### src/rtl/bit_scan_pkg.sv
// Shared types and helpers for the bit_scan_iter set-bit iterator.
package bit_scan_pkg;

    typedef enum logic [1:0] {
        IDLE = 2'd0,
        EMIT = 2'd1,
        DONE = 2'd2
    } scan_state_t;

    // True when at most one bit of v is set; callers zero-extend narrower vectors.
    function automatic logic onehot_or_zero(input logic [255:0] v);
        return (v & (v - 256'd1)) == 256'd0;
    endfunction

endpackage

### src/rtl/bit_prio_enc.sv
// Combinational priority encoder; BITSCAN_MSB_FIRST_EN selects the highest set bit,
// otherwise the lowest set bit wins.
module bit_prio_enc #(
    parameter  int NUM_INPUT = 8,
    localparam int POS_W     = $clog2(NUM_INPUT)
) (
    input  logic [NUM_INPUT-1:0] vec_i,
    output logic [POS_W-1:0]     idx_o,
    output logic                 found_o
);

    always_comb begin
        idx_o   = '0;
        found_o = |vec_i;
`ifdef BITSCAN_MSB_FIRST_EN
        for (int i = 0; i < NUM_INPUT; i++) begin
            if (vec_i[i]) idx_o = POS_W'(i);
        end
`else
        for (int i = NUM_INPUT - 1; i >= 0; i--) begin
            if (vec_i[i]) idx_o = POS_W'(i);
        end
`endif
    end

endmodule

### src/rtl/bit_scan_iter.sv
// Set-bit iterator: loads a vector, streams out each set-bit index once, then pulses done.
// Scan direction follows BITSCAN_MSB_FIRST_EN (see bit_prio_enc).
module bit_scan_iter
    import bit_scan_pkg::*;
#(
    parameter  int NUM_INPUT = 8,
    localparam int POS_W     = $clog2(NUM_INPUT)
) (
    input  logic                 clk,
    input  logic                 rst_n,
    input  logic                 load_valid,
    output logic                 load_ready,
    input  logic [NUM_INPUT-1:0] load_vec,
    output logic                 pos_valid,
    input  logic                 pos_ready,
    output logic [POS_W-1:0]     pos,
    output logic                 pos_last,
    input  logic                 abort,
    output logic                 busy,
    output logic                 done,
    output logic [POS_W:0]       count
);

    localparam logic [NUM_INPUT-1:0] ONE     = {{(NUM_INPUT-1){1'b0}}, 1'b1};
    localparam logic [POS_W:0]       CNT_ONE = {{POS_W{1'b0}}, 1'b1};

    scan_state_t          state_q, state_d;
    logic [NUM_INPUT-1:0] work_q, work_d;
    logic [POS_W:0]       cnt_q, cnt_d;
    logic [POS_W:0]       count_q, count_d;
    logic [POS_W-1:0]     enc_idx;
    logic                 enc_found;
    logic                 last_bit;

    bit_prio_enc #(.NUM_INPUT(NUM_INPUT)) u_enc (
        .vec_i   (work_q),
        .idx_o   (enc_idx),
        .found_o (enc_found)
    );

    assign last_bit = enc_found & onehot_or_zero(256'(work_q));

    always_ff @(posedge clk or negedge rst_n) begin
        if (!rst_n) state_q <= IDLE;
        else        state_q <= state_d;
    end

    always_ff @(posedge clk or negedge rst_n) begin
        if (!rst_n) begin
            work_q  <= '0;
            cnt_q   <= '0;
            count_q <= '0;
        end else begin
            work_q  <= work_d;
            cnt_q   <= cnt_d;
            count_q <= count_d;
        end
    end

    // Abort overrides any load or transfer; count only changes on entry to DONE.
    always_comb begin
        state_d = state_q;
        work_d  = work_q;
        cnt_d   = cnt_q;
        count_d = count_q;
        if (abort) begin
            state_d = IDLE;
            work_d  = '0;
        end else begin
            case (state_q)
                IDLE: begin
                    if (load_valid) begin
                        work_d = load_vec;
                        cnt_d  = '0;
                        if (|load_vec) begin
                            state_d = EMIT;
                        end else begin
                            state_d = DONE;
                            count_d = '0;
                        end
                    end
                end
                EMIT: begin
                    if (pos_ready) begin
                        work_d = work_q & ~(ONE << enc_idx);
                        cnt_d  = cnt_q + CNT_ONE;
                        if (last_bit) begin
                            state_d = DONE;
                            count_d = cnt_q + CNT_ONE;
                        end
                    end
                end
                DONE:    state_d = IDLE;
                default: state_d = IDLE;
            endcase
        end
    end

    always_comb begin
        load_ready = (state_q == IDLE);
        pos_valid  = (state_q == EMIT);
        busy       = (state_q != IDLE);
        done       = (state_q == DONE);
        pos_last   = (state_q == EMIT) & last_bit;
        pos        = enc_idx;
        count      = count_q;
    end

endmodule

### config.mk
export PLATFORM = sky130hd
export DESIGN_NAME = bit_scan_iter
export DESIGN_NICKNAME = d
export VERILOG_FILES = /design/src/rtl/bit_scan_pkg.sv /design/src/rtl/bit_prio_enc.sv /design/src/rtl/bit_scan_iter.sv
export SDC_FILE = /design/constraint.sdc
export NUM_CORES = 1
export LEC_CHECK = 0
export ABC_AREA = 0
export ABC_CLOCK_PERIOD_IN_PS = 4300
export CORE_ASPECT_RATIO = 0.8
export CORE_MARGIN = 1
export CORE_UTILIZATION = 50
export CTS_BUF_LIST = sky130_fd_sc_hd__clkbuf_8
export CTS_CLUSTER_DIAMETER = 50
export DETAILED_ROUTE_END_ITERATION = 8
export PLACE_DENSITY = 0.82
export REMOVE_ABC_BUFFERS = 1
export SYNTH_ARGS = -nofsm -noshare
export SYNTH_HDL_FRONTEND = slang
export SYNTH_SLANG_ARGS = --single-unit
export TNS_END_PERCENT = 1
### constraint.sdc
create_clock -name clk -period 4.3 [get_ports clk]
set_input_delay 0.86 -clock clk [delete_from_list [all_inputs] [get_ports clk]]
set_output_delay 0.86 -clock clk [all_outputs]
set_load 0.02 [all_outputs]
==> flow_summary.yaml, run 1 <==
placement:
  portBuffers: 24
  placed_cells: 171
  gp_congestion: 0.8697
  post-place-ws_ns: 1.307
  dp_hpwl_mm: 2.127
floorplan:
  die_y_um: 44.54
  die_w_um: 55.18
  start_util_pct: 52.87
  dieArea_um2: 2457
  rows: 15
  boundaryPins: 25
  core_area_um2: 2140
global_route:
  grt_overflow_total: 0
  grt_first_pass_wirelength_mm: 4.705
  track_usage_pct: 28.09
  antenna_found_initial: 0
  grt_max_degree: 19
  grt_pass1_vias: 956
route:
  drt_iter0_drc: 57
  met1_length_mm: 1.458
  routed.top_layer: "met4"
  wl_per_cell_um: 17.19
  wirelength_mm: 3.008
  drc: 0
  vias: 1079
  wl_met3_um: 206
  vias_per_cell: 6.166
  ant_nets: 0
  first_pass_iters: 4
  met2_length_mm: 1.283
timing:
  finalSetupViolCount: 0
  fin_tns_setup_ns: 0
  tightest_slew_ns: 0.8941
  relSlewSlack_pct: 40.20
  rsz0062_at_grt: "no"
  fin_crit_ns: 3.334
  finalMaxSlewViolations: 0
  fin_ws_ns: 0.9656
  finalHoldViolCount: 0
  finClkSkew_ns: 0.001593
  fmax_mhz: 299.9
  fin_crit_sh_pct: 77.55
setup_path:
  arrival_ns: 2.47
  cp-end-kind: "output port"
  worstSetupStartpointType: "flop"
  crit_type: "reg -> out"
  critPathMaxFanout: 6
  required_ns: 3.44
flow_run:
  drv_cap: 0
logic_synthesis:
  ys_types: 43
  avgSynthCellArea_um2: 8.837
  synth_seq_cells: 18
  ys_seq_area_share_pct: 39.82
  ys.flop_type: "dfrtp_1"
  netlist_area_um2: 1131
  synth-edff-count: 0
  ys_warn_count: 0
  syn_inst: 128
  async_flop_share_pct: 100.0
power:
  p_int_w: 0.0004253
  cellLeakagePower_nw: 0.6239
  pwr-share-comb_pct: 45.3
  clock_power_share_pct: 20.4
  ir_worst_vdd_mv: 0.3448
  power_frac_seq_pct: 34.3
  p_per_area_nw_per_um2: 497.1
  sw_frac_of_total_pct: 39.97
  netSwitchingPower_w: 0.0002832
clock_tree:
  clk_latency_ns: 0.26
  path_clk_slew_ns: 0.07
  cts_resized: 0
  cts.path.max_buffers: 2
  cts.sinks: 18
  cts_tree: "done"
  hold_buffers: 0
  clockRootBuffer: "clkbuf_8"
  cts_buffers: 3
  cts.htree.levels: 1
  post_cts_buffers: 0
final_layout:
  fin_nets: 165
  layout-drive-gt1-share_pct: 8.000
  antennaDiodeCount: 0
  syn2layout_area_growth_pct: 26.00
  final_cells: 175
run_status:
  status: "finished clean"
min_path:
  hp-class: "reg -> reg"
-- worst max-delay path, stage by stage, from the launching register on --
cell and delay (ns):
dfrtp_1 0.45, or2_1 0.33, o41ai_2 0.28, a31oi_2 0.19
nand2b_1 0.23, nor2_1 0.11, clkdlybuf4s50_1 0.61
-- Yosys cell counts, types with 3 or more instances --
cell,count,area (um^2)
a22o_1,3,26.28
nand2b_1,5,31.28
a21o_1,3,22.52
o22ai_1,4,25.02
nor2_1,11,41.29
nor3_1,5,25.02
nor2b_1,3,18.77
dfrtp_1,18,450.4
a21oi_1,9,45.04
o21ai_0,9,45.04
nand2_1,13,48.80
clkbuf_1,3,11.26
inv_1,3,11.26
nand3_1,3,15.01
-- flip-flops by register name, indices dropped and copies added, names as in the netlist --
signal and count:
work_q 8, cnt_q 4, count 4, state_q 2
-- metrics by stage --
| stage | hold slack (ns) | cell area, um^2 | total power [W] | utilization [%] |
|---|---|---|---|---|
| 2_1_floorplan | 0.5007 | 1099 | 0.0004344 | - |
| 3_3_place_gp | 0.5086 | 1370 | 0.0005518 | 64.04 |
| 3_5_place_dp | 0.5064 | 1370 | 0.0005591 | 64.04 |
| 4_1_cts | 0.5228 | 1425 | 0.0007045 | 66.61 |
| 5_1_grt | 0.5551 | 1425 | 0.0007504 | 66.61 |
| 6_report | 0.5269 | 1425 | 0.0007085 | 66.61 |
-- per-layer routing --
metal  vias to the layer above  GRT usage [%]
li1                        515              -
met1                       510          43.71
met2                        45          35.66
met3                         9          7.560
met4                         0          11.50
met5                         -              0
-- final timing paths --
kind / to / cells after the start / slack [ns] / start
worst max-delay path: pos_last / 6 / 0.97 / work_q[1]
worst min-delay path: count[1] / 1 / 0.53 / count[1]
worst max register to register: count[1] / 6 / 2.30 / state_q[0]
worst min register to register: count[1] / 1 / 0.53 / count[1]
max in group asynchronous: work_q[0] / 1 / 2.65 / rst_n
min in group asynchronous: work_q[5] / 1 / 1.10 / rst_n
-- layout by cell type, fill, tap and decap left out, types with 3 or more instances in the layout --
cell type / Yosys / routed
nor3_1: 5 / 5
clkbuf_8: 0 / 4
dfrtp_1: 18 / 18
a21o_1: 3 / 3
nor2_1: 11 / 11
o22ai_1: 4 / 4
nor2b_1: 3 / 3
nand3_1: 3 / 3
nand2b_1: 5 / 5
inv_1: 3 / 3
nand2_1: 13 / 13
o21ai_0: 9 / 9
clkdlybuf4s50_1: 0 / 24
a21oi_1: 9 / 9
a22o_1: 3 / 3
-- kinds of logic (layout without fill, tap and decap cells) --
kind of cell	after synthesis	count (layout)	synth area share [%]
and+or+nand+nor	52	52	23.67
DFF	18	18	39.82
AOI/OAI and AO/OA	42	42	26.77
adders and majority gates	2	2	1.991
muxes	3	3	2.765
xor gates and xnor gates	1	1	0.7745
buffers and inverters	10	32	4.203
-- power by group through the flow --
stage | sequential (W) | clock (W) | combinational (W)
final | 0.000243 | 0.000145 | 0.000321
after global routing | 0.000248 | 0.000152 | 0.000350
after CTS | 0.000241 | 0.000145 | 0.000318
after detailed placement | 0.000244 | 0 | 0.000315
after global placement | 0.000243 | 0 | 0.000309
after floorplan | 0.000246 | 0 | 0.000188
-- final cells by class --
type,count,area [um^2]
flip-flops and latches,18,450.4
fillers,175,714.4
clock buffers,4,55.05
inverters,4,15.01
repair buffers,24,240.2
well taps,25,31.28
multi-input cells,100,633.1
(Power assumes the default switching activity.)
==> run 2, diff against run 1 <==
--- a/config.mk
+++ b/config.mk
@@ -6,14 +6,14 @@
 export NUM_CORES = 1
 export LEC_CHECK = 0
 export ABC_AREA = 0
-export ABC_CLOCK_PERIOD_IN_PS = 4300
+export ABC_CLOCK_PERIOD_IN_PS = 2800
 export CORE_ASPECT_RATIO = 0.8
 export CORE_MARGIN = 1
-export CORE_UTILIZATION = 50
+export CORE_UTILIZATION = 47
 export CTS_BUF_LIST = sky130_fd_sc_hd__clkbuf_8
 export CTS_CLUSTER_DIAMETER = 50
 export DETAILED_ROUTE_END_ITERATION = 8
-export PLACE_DENSITY = 0.82
+export PLACE_DENSITY = 0.81
 export REMOVE_ABC_BUFFERS = 1
 export SYNTH_ARGS = -nofsm -noshare
 export SYNTH_HDL_FRONTEND = slang
==> constraint.sdc (replaced) <==
create_clock -name clk -period 2.8 [get_ports clk]
set_input_delay 0.56 -clock clk [delete_from_list [all_inputs] [get_ports clk]]
set_output_delay 0.56 -clock clk [all_outputs]
set_load 0.02 [all_outputs]
==> flow_summary.yaml, run 2 (same netlist as run 1, synthesis figures left out) <==
run_status:
  status: "complete, but fails checks"
  violations: "DRC"
global_route:
  antenna_found_initial: 0
  track_usage_pct: 23.30
  grt_pass1_vias: 935
  grt_overflow_total: 0
  grt_first_pass_wirelength_mm: 4.464
  grt_max_degree: 19
clock_tree:
  cts_buffers: 3
  cts.path.max_buffers: 2
  hold_buffers: 0
  post_cts_buffers: 0
  clockRootBuffer: "clkbuf_8"
  cts.htree.levels: 1
  cts_tree: "done"
  cts_resized: 1
  clk_latency_ns: 0.25
  cts.sinks: 18
  path_clk_slew_ns: 0.07
timing:
  fin_crit_ns: 2.614
  finClkSkew_ns: 0.003851
  tightest_slew_ns: 0.7921
  finalHoldViolCount: 0
  rsz0062_at_grt: "no"
  relSlewSlack_pct: 47.03
  fin_crit_sh_pct: 93.36
  fin_tns_setup_ns: 0
  fmax_mhz: 382.6
  finalMaxSlewViolations: 0
  finalSetupViolCount: 0
final_layout:
  nFillCells: 194
  regMostFlops: "work_q"
  final_cells: 177
  fin_util_pct: 64.69
  largest_reg_flops: 8
  multiInputGateArea_um2: 633.1
  layout-drive-gt1-share_pct: 9.211
  final_common_cell: "clkdlybuf4s50_1"
  antennaDiodeCount: 0
  regArea_um2: 450.4
  layout_common_cells: "clkdlybuf4s50_1, dfrtp_1, nand2_1, nor2_1"
  syn2layout_area_growth_pct: 26.66
  fin_nets: 168
placement:
  dp_hpwl_mm: 2.030
  portBuffers: 24
  gp_congestion: 0.8441
  placed_cells: 174
power:
  cellLeakagePower_nw: 0.6358
  total_power_w: 0.001042
  pwr-share-comb_pct: 47.4
  clock_power_share_pct: 17.2
  netSwitchingPower_w: 0.0004123
  sw_frac_of_total_pct: 39.58
  p_int_w: 0.0006294
  p_per_area_nw_per_um2: 727.1
  ir_worst_vdd_mv: 0.4992
  power_frac_seq_pct: 35.4
setup_path:
  crit_type: "reg -> out"
  worstSetupStartpointType: "flop"
  critPathMaxFanout: 8
  arrival_ns: 2.05
  required_ns: 2.24
  cp-end-kind: "output port"
route:
  drc: 2
  vias: 1049
  first_pass_iters: 6
  vias_per_cell: 5.927
  wirelength_mm: 2.698
  drt_iter0_drc: 47
  ant_nets: 0
  wl_per_cell_um: 15.24
floorplan:
  die_y_um: 45.88
  boundaryPins: 25
  start_util_pct: 51.07
  die_w_um: 56.85
  core_area_um2: 2215
  dieArea_um2: 2608
  rows: 15
flow_run:
  drv_cap: 0
min_path:
  hp-class: "reg -> reg"
## run 2: changes by cell type in the layout (fill, tap and decap cells not counted), sizes merged
| cell | before | now |
|---|---|---|
| dlygate4sd2 | 0 | 1 |
| clkbuf | 4 | 3 |
| buf | 0 | 3 |
| clkdlybuf4s50 | 24 | 23 |
## run 2: area by class of cell
| cell class | count | area share [%] |
|---|---|---|
| Clock buffer | 3 | 2.882 |
| Inverter | 4 | 1.048 |
| Multi-Input combinational cell | 100 | 44.19 |
| Sequential cell | 18 | 31.44 |
| Tap cell | 25 | 2.183 |
| Timing Repair Buffer | 27 | 18.25 |
## run 2: power by group through the flow
stage          sequential (W)  clock, W  combinational (W)
6_report             0.000369  0.000179           0.000493
5_1_grt              0.000376  0.000196           0.000538
4_1_cts              0.000366  0.000184           0.000494
3_5_place_dp         0.000371         0           0.000492
3_3_place_gp         0.000368         0           0.000487
2_1_floorplan        0.000378         0           0.000289
## run 2: worst max-delay path, cell delays in order, from the launching register on
cell,delay (ns)
dfrtp_1,0.48
nor3_2,0.30
nand2_1,0.16
a31oi_2,0.29
nand2b_1,0.20
nor2_1,0.05
dlygate4sd2_1,0.32
## run 2: final timing paths
path                            startpoint  endpoint  slack (ns)  cells past startpoint
max in group asynchronous            rst_n  cnt_q[0]        1.54                      1
worst max-delay path             work_q[3]  pos_last        0.19                      6
min in group asynchronous            rst_n  cnt_q[1]        0.77                      1
worst min-delay path              count[1]  count[1]        0.54                      1
worst min register to register    count[1]  count[1]        0.54                      1
worst max register to register  state_q[0]  count[1]        0.86                      6
## run 2: through the flow
stage	cell area, um^2	hold WS (ns)	setup WS, ns
final	1433	0.5396	0.1860
after floorplan	1099	0.2644	0.6504
after CTS	1433	0.5419	0.1929
after detailed placement	1393	0.5242	0.2305
after global routing	1433	0.5614	0.04163
after global placement	1393	0.5099	0.2404
## run 2: metal layers
metal / share of wire, % / GRT usage, % / vias up
li1: - / - / 519
met1: 51 / 33.92 / 501
met2: 44 / 33.57 / 27
met3: 4.9 / 6.534 / 2
met4: 0.85 / 7.317 / 0
met5: 0 / 0 / -
